File: config.mk
export PLATFORM = sky130hd
export DESIGN_NAME = retire_store_drain_flat
export DESIGN_NICKNAME = d
export VERILOG_FILES = /design/src/rtl/retire_store_drain_if.sv /design/src/rtl/retire_store_drain.sv /design/src/flat_wrapper.sv
export SDC_FILE = /design/constraint.sdc
export NUM_CORES = 1
export LEC_CHECK = 0
export ABC_AREA = 0
export CAP_MARGIN = 25
export CORE_ASPECT_RATIO = 0.7
export CORE_MARGIN = 1
export CORE_UTILIZATION = 50
export DETAILED_ROUTE_END_ITERATION = 8
export PLACE_DENSITY = 0.8
export RECOVER_POWER = 25
export SYNTH_ARGS = -nofsm -noshare
export SYNTH_HDL_FRONTEND = slang
export SYNTH_SLANG_ARGS = --single-unit
File: constraint.sdc
create_clock -name clk -period 3.5 [get_ports clk]
set_input_delay 0.7 -clock clk [delete_from_list [all_inputs] [get_ports clk]]
set_output_delay 0.7 -clock clk [all_outputs]
set_load 0.1 [all_outputs]
File: src/rtl/retire_store_drain_if.sv
// Data-memory write port of the retire store drain.
// Master issues write requests; slave accepts them and acknowledges completion.
interface retire_store_drain_if #(
  parameter int ADDR_WIDTH = 32,
  parameter int DATA_WIDTH = 32
);
  logic                    mem_req_valid;
  logic                    mem_req_ready;
  logic [ADDR_WIDTH-1:0]   mem_addr;
  logic [DATA_WIDTH-1:0]   mem_wdata;
  logic [DATA_WIDTH/8-1:0] mem_wstrb;
  logic                    mem_resp_valid;

  modport master (
    output mem_req_valid,
    output mem_addr,
    output mem_wdata,
    output mem_wstrb,
    input  mem_req_ready,
    input  mem_resp_valid
  );

  modport slave (
    input  mem_req_valid,
    input  mem_addr,
    input  mem_wdata,
    input  mem_wstrb,
    output mem_req_ready,
    output mem_resp_valid
  );
endinterface

File: src/rtl/retire_store_drain.sv
// Retire-side store drain: queues committed store IDs and writes
// each one to data memory in order, one transaction at a time.
module retire_store_drain #(
  parameter int ADDR_WIDTH     = 32,
  parameter int DATA_WIDTH     = 32,
  parameter int STORE_ID_WIDTH = 4,
  parameter int FIFO_DEPTH     = 16
) (
  input  logic                          clk,
  input  logic                          rst_n,
  input  logic                          flush,
  input  logic                          retire_store_valid,
  input  logic [STORE_ID_WIDTH-1:0]     retire_store_id,
  output logic                          drain_full,
  output logic [STORE_ID_WIDTH-1:0]     sq_rd_id,
  input  logic [ADDR_WIDTH-1:0]         sq_rd_addr,
  input  logic [DATA_WIDTH-1:0]         sq_rd_data,
  input  logic [DATA_WIDTH/8-1:0]       sq_rd_strb,
  retire_store_drain_if.master          mem,
  output logic                          sq_release_valid,
  output logic [STORE_ID_WIDTH-1:0]     sq_release_id,
  output logic [$clog2(FIFO_DEPTH):0]   drain_count,
  output logic                          drain_idle,
  output logic                          overflow_err
);

  localparam int PW = $clog2(FIFO_DEPTH);
  localparam int CW = PW + 1;
  localparam int SW = DATA_WIDTH / 8;

  typedef enum logic [1:0] {
    IDLE,
    REQ,
    WAIT_ACK
  } state_t;

  state_t state_q;
  state_t state_d;

  logic [STORE_ID_WIDTH-1:0] ids_q [FIFO_DEPTH];
  logic [PW-1:0]             wr_ptr_q;
  logic [PW-1:0]             rd_ptr_q;
  logic [CW-1:0]             count_q;

  logic                      req_valid_q;
  logic [ADDR_WIDTH-1:0]     addr_q;
  logic [DATA_WIDTH-1:0]     wdata_q;
  logic [SW-1:0]             wstrb_q;
  logic                      rel_valid_q;
  logic [STORE_ID_WIDTH-1:0] rel_id_q;
  logic                      ovf_q;

  logic full;
  logic push;
  logic pop;
  logic drop;
  logic capture;
  logic accept;

  // Committed stores are architectural; flush is intentionally ignored.
  logic unused_flush;
  assign unused_flush = flush;

  assign full     = (count_q == CW'(FIFO_DEPTH));
  assign sq_rd_id = ids_q[rd_ptr_q];

  // A pop in the same cycle frees the slot, so a push at full is legal then.
  assign push = retire_store_valid && (!full || pop);
  assign drop = retire_store_valid && full && !pop;

  assign accept = (state_q == REQ) && mem.mem_req_ready;

  always_comb begin
    state_d = state_q;
    capture = 1'b0;
    pop     = 1'b0;
    unique case (state_q)
      IDLE: begin
        // Skip capture while releasing so the store queue can update.
        if (count_q != '0 && !rel_valid_q) begin
          capture = 1'b1;
          state_d = REQ;
        end
      end
      REQ: begin
        if (mem.mem_req_ready) state_d = WAIT_ACK;
      end
      WAIT_ACK: begin
        if (mem.mem_resp_valid) begin
          pop     = 1'b1;
          state_d = IDLE;
        end
      end
      default: state_d = IDLE;
    endcase
  end

  always_ff @(posedge clk or negedge rst_n) begin
    if (!rst_n) state_q <= IDLE;
    else        state_q <= state_d;
  end

  always_ff @(posedge clk or negedge rst_n) begin
    if (!rst_n) begin
      for (int i = 0; i < FIFO_DEPTH; i++) ids_q[i] <= '0;
      wr_ptr_q <= '0;
      rd_ptr_q <= '0;
      count_q  <= '0;
    end else begin
      if (push) begin
        ids_q[wr_ptr_q] <= retire_store_id;
        wr_ptr_q        <= wr_ptr_q + 1'b1;
      end
      if (pop) rd_ptr_q <= rd_ptr_q + 1'b1;
      unique case ({push, pop})
        2'b10:   count_q <= count_q + 1'b1;
        2'b01:   count_q <= count_q - 1'b1;
        default: count_q <= count_q;
      endcase
    end
  end

  always_ff @(posedge clk or negedge rst_n) begin
    if (!rst_n) begin
      req_valid_q <= 1'b0;
      addr_q      <= '0;
      wdata_q     <= '0;
      wstrb_q     <= '0;
    end else if (capture) begin
      req_valid_q <= 1'b1;
      addr_q      <= sq_rd_addr;
      wdata_q     <= sq_rd_data;
      wstrb_q     <= sq_rd_strb;
    end else if (accept) begin
      req_valid_q <= 1'b0;
    end
  end

  always_ff @(posedge clk or negedge rst_n) begin
    if (!rst_n) begin
      rel_valid_q <= 1'b0;
      rel_id_q    <= '0;
      ovf_q       <= 1'b0;
    end else begin
      rel_valid_q <= pop;
      if (pop) rel_id_q <= sq_rd_id;
      if (drop) ovf_q <= 1'b1;
    end
  end

  assign mem.mem_req_valid = req_valid_q;
  assign mem.mem_addr      = addr_q;
  assign mem.mem_wdata     = wdata_q;
  assign mem.mem_wstrb     = wstrb_q;

  assign drain_full       = full;
  assign sq_release_valid = rel_valid_q;
  assign sq_release_id    = rel_id_q;
  assign drain_count      = count_q;
  assign drain_idle       = (count_q == '0) && (state_q == IDLE);
  assign overflow_err     = ovf_q;

endmodule

File: src/flat_wrapper.sv
// flat-port wrapper written by rule: the top's interface ports become plain ports
module retire_store_drain_flat 
#(
  parameter int ADDR_WIDTH     = 32,
  parameter int DATA_WIDTH     = 32,
  parameter int STORE_ID_WIDTH = 4,
  parameter int FIFO_DEPTH     = 16
)
  (clk, rst_n, flush, retire_store_valid, retire_store_id, drain_full, sq_rd_id, sq_rd_addr, sq_rd_data, sq_rd_strb, sq_release_valid, sq_release_id, drain_count, drain_idle, overflow_err, mem_mem_req_valid, mem_mem_addr, mem_mem_wdata, mem_mem_wstrb, mem_mem_req_ready, mem_mem_resp_valid);
  retire_store_drain_if #(.ADDR_WIDTH(ADDR_WIDTH), .DATA_WIDTH(DATA_WIDTH)) mem_i ();
  input  logic clk;
  input  logic rst_n;
  input  logic flush;
  input  logic retire_store_valid;
  input  logic [STORE_ID_WIDTH-1:0] retire_store_id;
  output logic drain_full;
  output logic [STORE_ID_WIDTH-1:0] sq_rd_id;
  input  logic [ADDR_WIDTH-1:0] sq_rd_addr;
  input  logic [DATA_WIDTH-1:0] sq_rd_data;
  input  logic [DATA_WIDTH/8-1:0] sq_rd_strb;
  output logic sq_release_valid;
  output logic [STORE_ID_WIDTH-1:0] sq_release_id;
  output logic [$clog2(FIFO_DEPTH):0] drain_count;
  output logic drain_idle;
  output logic overflow_err;
  output wire logic [$bits(mem_i.mem_req_valid)-1:0] mem_mem_req_valid;
  output wire logic [$bits(mem_i.mem_addr)-1:0] mem_mem_addr;
  output wire logic [$bits(mem_i.mem_wdata)-1:0] mem_mem_wdata;
  output wire logic [$bits(mem_i.mem_wstrb)-1:0] mem_mem_wstrb;
  input wire logic [$bits(mem_i.mem_req_ready)-1:0] mem_mem_req_ready;
  input wire logic [$bits(mem_i.mem_resp_valid)-1:0] mem_mem_resp_valid;
  assign mem_mem_req_valid = mem_i.mem_req_valid;
  assign mem_mem_addr = mem_i.mem_addr;
  assign mem_mem_wdata = mem_i.mem_wdata;
  assign mem_mem_wstrb = mem_i.mem_wstrb;
  assign mem_i.mem_req_ready = mem_mem_req_ready;
  assign mem_i.mem_resp_valid = mem_mem_resp_valid;
  retire_store_drain #(.ADDR_WIDTH(ADDR_WIDTH), .DATA_WIDTH(DATA_WIDTH), .STORE_ID_WIDTH(STORE_ID_WIDTH), .FIFO_DEPTH(FIFO_DEPTH)) u_core (.clk(clk), .rst_n(rst_n), .flush(flush), .retire_store_valid(retire_store_valid), .retire_store_id(retire_store_id), .drain_full(drain_full), .sq_rd_id(sq_rd_id), .sq_rd_addr(sq_rd_addr), .sq_rd_data(sq_rd_data), .sq_rd_strb(sq_rd_strb), .mem(mem_i), .sq_release_valid(sq_release_valid), .sq_release_id(sq_release_id), .drain_count(drain_count), .drain_idle(drain_idle), .overflow_err(overflow_err));
endmodule
Word-level counts from Yosys, hierarchy flattened. Cells that the tools add are included. W data, S select, Z words.

Register bits: 154. Bits in latches: 0. RAM bits: 0. Bits in read-only memories: 0. Input bits: 78. Output and inout bits: 86. Memories kept: 0.

$add $sub $neg: 4. Multiply operators: 0. Div/mod/pow operators: 0. $lt $le $gt $ge: 3. Eq/ne operators: 8. Shift-type cells: 0. Mux-type cells: 17. Bitwise logic cells: 2. Reduce and logical (&&, ||, !) cells: 17.

Operator list (count): $bwmux W64 (1); $bmux W4 S4 (1); $demux W4 S4 (1); $mux W4 (3); $ge A5 B5 Y1 const B (2); $not A4 Y5 (2); $pmux W5 S2 (1); $add A4 B1 Y4 const B (2); $logic_and A1 B1 Y1 (7); $mux W1 (6); $mux W2 (3); $pmux W2 S3 (1); $add A5 B1 Y5 const B (1); $eq A5 B5 Y1 const B (1); $logic_not A5 Y1 (1); $lt A5 B1 Y1 const B (1); $reduce_bool A5 Y1 (1); $sub A5 B1 Y5 const B (1); $eq A2 B1 Y1 const B (2); $eq A2 B2 Y1 const B (2); $ne A2 B2 Y1 const B (2); $reduce_bool A2 Y1 (2); $logic_not A1 Y1 (3); $reduce_and A3 Y1 (1); other kinds (3) (3).

Longest topological paths before layout. Gate-level depths: netlist (run 1).

Word-level depth: 6. Mapped depth: 12. Depth with buffers taken out: 10.

Least setup slack after synthesis (run 1). OpenSTA, ideal clock, no wires.

Kind: register to output. Start: register u_core.count_q[1], in the netlist u_core.drain_count[1]. End: output drain_idle. Arrival time: 4.154 ns. Data required time: 2.800 ns. Setup slack: -1.354 ns. Stages on the path, launching flop included: 5. Buffers on the path: 1. Path through: dfrtp_1 buf_2 nor3_2 nand2b_1 nor4_1.

Word-level cells in the longest chain between the ends: 2.

Ends and longest elaborated chain: from (decl) (line retire_store_drain.sv:43) `logic [CW-1:0] count_q;`; from (signal assigned) (line retire_store_drain.sv:116) `2'b10: count_q <= count_q + 1'b1;`; from (signal assigned) (line retire_store_drain.sv:117) `2'b01: count_q <= count_q - 1'b1;`; from (signal assigned) (line retire_store_drain.sv:118) `default: count_q <= count_q;`; $logic_not A5 Y1 (line retire_store_drain.sv:160) `assign drain_idle = (count_q == '0) && (state_q == IDLE);`; $logic_and A1 B1 Y1 (line retire_store_drain.sv:160); to (decl) (line flat_wrapper.sv:24) `output logic drain_idle;`.

No other way between the ends.

Worst setup path after layout (run 1).
Start: register u_core.rd_ptr_q[3]. End: output sq_rd_id[2].

Word-level cells in the longest chain between the ends: 4.

Ends and longest elaborated chain: from (decl) (line retire_store_drain.sv:42) `logic [PW-1:0] rd_ptr_q;`; from (signal assigned) (line retire_store_drain.sv:114) `if (pop) rd_ptr_q <= rd_ptr_q + 1'b1;`; $not A4 Y5 (not written as such) (line retire_store_drain.sv:65) `assign sq_rd_id = ids_q[rd_ptr_q];`; $bmux W4 S4 (line retire_store_drain.sv:65); $mux W4 (not written as such) (2 in a row) (line retire_store_drain.sv:65); to (decl) (line flat_wrapper.sv:17) `output logic [STORE_ID_WIDTH-1:0] sq_rd_id;`.

No other way between the ends. The select of a mux whose other input is x is not followed.

==> results of run 1 <==
-- placed cells by master (no fill, tap or decap), drive strengths merged, types with 3 or more instances in the layout --
cell type and instances:
dfrtp 154, clkdlybuf4s50 147, mux2 134, buf 19, nand2 18, clkbuf 18
mux4 16, nor3 15, inv 10, ha 8, a21oi 7, nor2 7
xnor2 7, and3 7, and2 6, xor2 5, nand3 4, mux2i 4
and2b 4, nand2b 4, or3 4, o311ai 4, clkinv 4, bufinv 3
nor4 3, o21ai 3, nand3b 3
-- kinds of logic after synthesis --
| group | share of synthesized area, % |
|---|---|
| XOR/XNOR | 1.48 |
| multiplexers | 29.2 |
| flip-flops | 54.2 |
| adder cells (fa/ha/maj) | 1.41 |
| buffers and inverters | 3.93 |
| AND/OR/NAND/NOR | 8.10 |
| AO/OA/AOI/OAI | 1.67 |
-- final timing paths --
path                       slack (ns)                                   to  cells past startpoint                         startpoint
min in group asynchronous        0.79  u_core.mem.mem_addr[10]$_DFFE_PN0P_                      1                              rst_n
max reg2reg                      0.77    u_core.drain_count[4]$_DFFE_PN0P_                      9  u_core.drain_count[2]$_DFFE_PN0P_
max                              0.28                          sq_rd_id[2]                      5     u_core.rd_ptr_q[3]$_DFFE_PN0P_
max in group asynchronous        1.47         u_core.ids_q[50]$_DFFE_PN0P_                      2                              rst_n
min                              0.46      u_core.overflow_err$_DFFE_PN0P_                      1    u_core.overflow_err$_DFFE_PN0P_
min reg2reg                      0.46      u_core.overflow_err$_DFFE_PN0P_                      1    u_core.overflow_err$_DFFE_PN0P_
-- metal layers --
metal,wire length [um],up-vias,track usage [%],share of wire (%)
li1,-,1980,-,-
met5,0,-,0,0
met2,7820,127,36.0,49
met3,800,19,5.15,5.0
met4,211,0,7.04,1.3
met1,7020,2255,31.0,44
-- worst reg2reg max path: stages (launching register included) --
cell	delay [ns]
dfrtp_1	0.50
nor4_4	0.39
nand3_1	0.18
nand2_1	0.20
ha_1	0.34
xor2_1	0.20
ha_1	0.23
a211oi_1	0.09
nor4_1	0.35
xor2_1	0.17
-- through the flow --
stage	instances	setup WS (ns)	hold slack [ns]	util [%]	instance area [um2]
after floorplan	463	0.154	0.404	-	7120
after global placement	789	0.536	0.448	63.4	8800
after detailed placement	789	0.459	0.448	63.4	8800
after CTS	821	0.311	0.320	68.0	9430
after global routing	821	0.227	0.500	68.0	9430
final	821	0.284	0.462	68.0	9430
-- flip-flops by register name, summed over array words and instances (netlist names) --
| signal | cells |
|---|---|
| u_core.mem.mem_wdata | 32 |
| u_core.rd_ptr_q | 4 |
| u_core.mem.mem_req_valid | 1 |
| u_core.mem.mem_addr | 32 |
| u_core.wr_ptr_q | 4 |
| u_core.sq_release_valid | 1 |
| u_core.drain_count | 5 |
| u_core.ids_q | 64 |
| u_core.overflow_err | 1 |
| u_core.state_q | 2 |
| u_core.mem.mem_wstrb | 4 |
| u_core.sq_release_id | 4 |
-- cell type report --
class	count	area (um2)	share of cell area, %
Sequential cell	154	3850	40.9
Multi-Input combinational cell	273	3000	31.8
Timing Repair Buffer	168	1690	17.9
Clock buffer	17	425	4.51
Tap cell	190	238	2.52
Clock inverter	15	208	2.20
Inverter	4	15.0	0.159
==> impl_metrics.tcl, run 1 <==
set metrics [dict create \
    via_per_inst 5.34 \
    drtIter0Drc 233 \
    cp.arrival_ns 2.52 \
    htreeDepth 4 \
    crit_chain "mux4_2, and2_1, nor3_1, a21oi_1, buf_12" \
    path_buf_inv 1 \
    crit_family "flip-flops" \
    synthTopCellsByCount "dfrtp_1, mux2_2, mux2_4, mux2_1, nand2_1" \
    yosysWarnings 0 \
    layout-drive-gt1-share_pct 29.0 \
    failed_checks "max-capacitance violations, max-slew violations" \
    synth_top_cell_by_area "dfrtp_1" \
    hold_buffers 0 \
    design.core.area_um2 13900 \
    syn_inst 463 \
    ys_async_sr_fraction_pct 100 \
    synth-edff-count 0 \
    ios 164 \
    ys_types 44 \
    finalHoldViolations 0 \
    status "complete, but fails checks" \
    ys_seq_area_share_pct 54.2 \
    area_growth_pct 32.7 \
    grt_max_degree 77 \
    cts_root_buffer "clkbuf_16" \
    start_util_pct 51.2 \
    grt_overflow 0 \
    synth_seq_cells 154 \
    final_nets 704 \
    path_class "flop to output port" \
    maxCapViolations 1 \
    grt_use_total_pct 22.6 \
    n_antenna_cell 0 \
    rsz0062_at_grt "false" \
    synth_most_common_cell "dfrtp_1" \
    vias 4381 \
    routed_wl_mm 15.9 \
    required_ns 2.80 \
    timing.slew.headroom_pct -26.8 \
    die-area_um2 14700 \
    fin_crit_sh_pct 91.9 \
    fin_crit_ns 3.22 \
    route.detailed.drc 0 \
    cts_tree "built" \
    clock_latency_ns 0.43 \
    synth.top_cell.area_share_pct 54.2 \
    cpPeakStageDelay_ns 0.89 \
    tns_ns 0 \
    antenna_found_initial 0 \
    cts_resized 0 \
    setup_violations 0 \
    die_h_um 102 \
    std_cell_rows 36 \
    postCtsSetupBuffers 0 \
    detail-route-antenna-nets 0 \
    clkSinkCount 154 \
    tightest_slew_ns 1.90 \
    io_buffers 162 \
    skew_ns 0.00873 \
    synth-main-ff-cell "dfrtp_1" \
    clk_pin_slew_ns 0.06 \
    fillers 973 \
    slowest_stage "dfrtp_1" \
    dr.pass1.iters 6 \
    die_x_um 144 \
    clockBufferDepth 2 \
    grt_pass1_vias 4475 \
    min_path_type "flop to flop" \
    netlist_area_um2 7110 \
    grt_pass1_wl_mm 24.6 \
    slew_violations 76 \
    crit_path_start_kind "flop" \
    place_congestion 0.878 \
    post_drt_wl_per_cell_um 19.3 \
    cts-buffers-inserted 17 \
    dp.final_hpwl_mm 11.0 \
    ys_top_cells_by_area "dfrtp_1, mux2_4, mux2_2" \
    cp_max_fo 17 \
    max_freq_mhz 311 \
    worstSetupEndpointType "output port" \
    synth.avg_cell_area_um2 15.3 \
    synth_nets 549 \
]
Power of run 1 is left out: the tool's default activity adds up to more than one toggle a clock period on the data nets, which glitch-free logic cannot reach.
==> run 2: changes to the inputs <==
SLEW_MARGIN = 10   (was default)
==> results of run 2 <==
Same layout as run 1: the final DEF is identical, and so are final timing and power.
Power of run 2 is left out for the same reason.
==> variant (flow settings as in run 2) <==
Re-encode `state_t` (3 states) as one-hot, 3 bits wide.
--- a/src/rtl/retire_store_drain.sv
+++ b/src/rtl/retire_store_drain.sv
@@ -28,10 +28,10 @@
   localparam int CW = PW + 1;
   localparam int SW = DATA_WIDTH / 8;
 
-  typedef enum logic [1:0] {
-    IDLE,
-    REQ,
-    WAIT_ACK
+  typedef enum logic [2:0] {
+    IDLE     = 3'b001,
+    REQ      = 3'b010,
+    WAIT_ACK = 3'b100
   } state_t;
 
   state_t state_q;
Formal check against the unedited RTL: no difference found for any inputs over 4 cycles, from zero or initial values and one cycle with rst_n low; so few cycles prove little.
==> variant against run 2 <==
The run still ends with capacitance limit, slew limit left; register-to-register slack better by 0.33 ns; cell area decreased by 3.1%; wire length is 1.6% lower; synthesized area decreased by 5.8%; setup slack improved by 0.10 ns; critical path type unchanged; highest routed layer unchanged; largest cell class unchanged; sequential cell count increased by 1; synthesized cell count decreased by 0.22%.
Power is left out: the tool's default activity adds up to more than one toggle a clock period on the data nets, which glitch-free logic cannot reach.
==> variant: results (changes against run 2) <==
The flow ran to the end, but the final reports show violations. Violated checks: capacitance limit, slew limit (unchanged). The final-report max-slew violation count was 50 (was 76); the number of max-capacitance violations reported was 1 (unchanged). The share of cell area taken by muxes after synthesis was 28.53% (was 29.19%). The adder-cell share of the synthesized area was 1.309% (was 1.408%). The run gives 8518 um^2 (was 8801 um^2) as the total placed instance area.

Kind of cell adding the most delay to the critical path: multiplexers (was flip-flops). The all-layer global routing usage is 24.23% (was 22.60%), and the maximum number of pins on one net before global-route repair is 78 (was 77). The logs give 0.8727 (was 0.8779) for the routability congestion estimate and 2.41 ns (was 2.52 ns) for the arrival time of data at the critical path endpoint. The run gives 321.3 MHz (was 310.9 MHz) as the maximum achievable frequency. Critical path's slowest cell: sky130_fd_sc_hd__mux4_2 (was sky130_fd_sc_hd__dfrtp_1).

The run gives 0.4675 ns (was 0.4624 ns) as the smallest hold slack. The tools report the layout net count as 713 (was 704). The mean number of vias per cell is 5.564 (was 5.336). The delay of the slowest critical-path stage is 0.56 ns (was 0.89 ns), and the post-synthesis xor/xnor area fraction is 1.309% (was 1.479%). The detailed-routing iteration count for the pre-antenna-repair pass came out at 5 (was 6). Top cells by area, synth: sky130_fd_sc_hd__dfrtp_1 (58%), sky130_fd_sc_hd__mux2_2 (23%), sky130_fd_sc_hd__mux4_2 (5.4%) (was sky130_fd_sc_hd__dfrtp_1 (54%), sky130_fd_sc_hd__mux2_4 (9.3%), sky130_fd_sc_hd__mux2_2 (8.7%)). The overall routed net length was 15.59 mm (was 15.85 mm).

The launching instance or port of the critical path was u_core.rd_ptr_q[0]$_DFFE_PN0N_ (was u_core.rd_ptr_q[3]$_DFFE_PN0P_). The worst slew slack as a fraction of its limit came out at -77.84% (was -26.78%). The mean cell area of the mapped netlist is 14.49 um^2 (was 15.35 um^2), and the setup slack after placement is 0.6041 ns (was 0.4586 ns). The tools report the final worst clock skew as 0.007288 ns (was 0.008730 ns). Cell total after placement: 771 (was 789). For the number of filler cells placed in the layout, the log shows 814 (was 973). Worst flop-to-flop path endpoint: u_core.ids_q[15]$_DFFE_PN0P_ (was u_core.drain_count[4]$_DFFE_PN0P_).

The capturing instance or port of the critical path is sq_rd_id[0] (was sq_rd_id[2]). The tools report the share of synthesized area occupied by flip-flops and latches as 57.97% (was 54.23%).
==> variant: cell count changes after synthesis, sizes merged, moves of 4 or more <==
| cell | change |
|---|---|
| nor2 | +19 |
| o311ai | -4 |
| xor2 | -5 |
| clkbuf | +4 |
| and2b | -4 |
| nor3 | -8 |
| and3 | -7 |
| buf | -13 |
| o221ai | +4 |
==> variant: routing by layer <==
layer  GRT usage, %  routed length [um]  vias up
li1               -                   -     1993
met1          32.25                6701     2322
met2          40.27                7765      130
met3          5.151                 954       12
met4          7.439                 173        0
met5              0                   0        -
==> variant: final cells by class <==
| type | count | area, um^2 | share of cell area, % |
|---|---|---|---|
| inverter | 8 | 30.03 | 0.3286 |
| clock inverter | 13 | 201.4 | 2.205 |
| multi-input combinational | 276 | 2693 | 29.47 |
| timing repair buffer | 170 | 1705 | 18.66 |
| sequential | 155 | 3880 | 42.46 |
| tap | 162 | 202.7 | 2.218 |
| clock buffer | 17 | 425.4 | 4.656 |
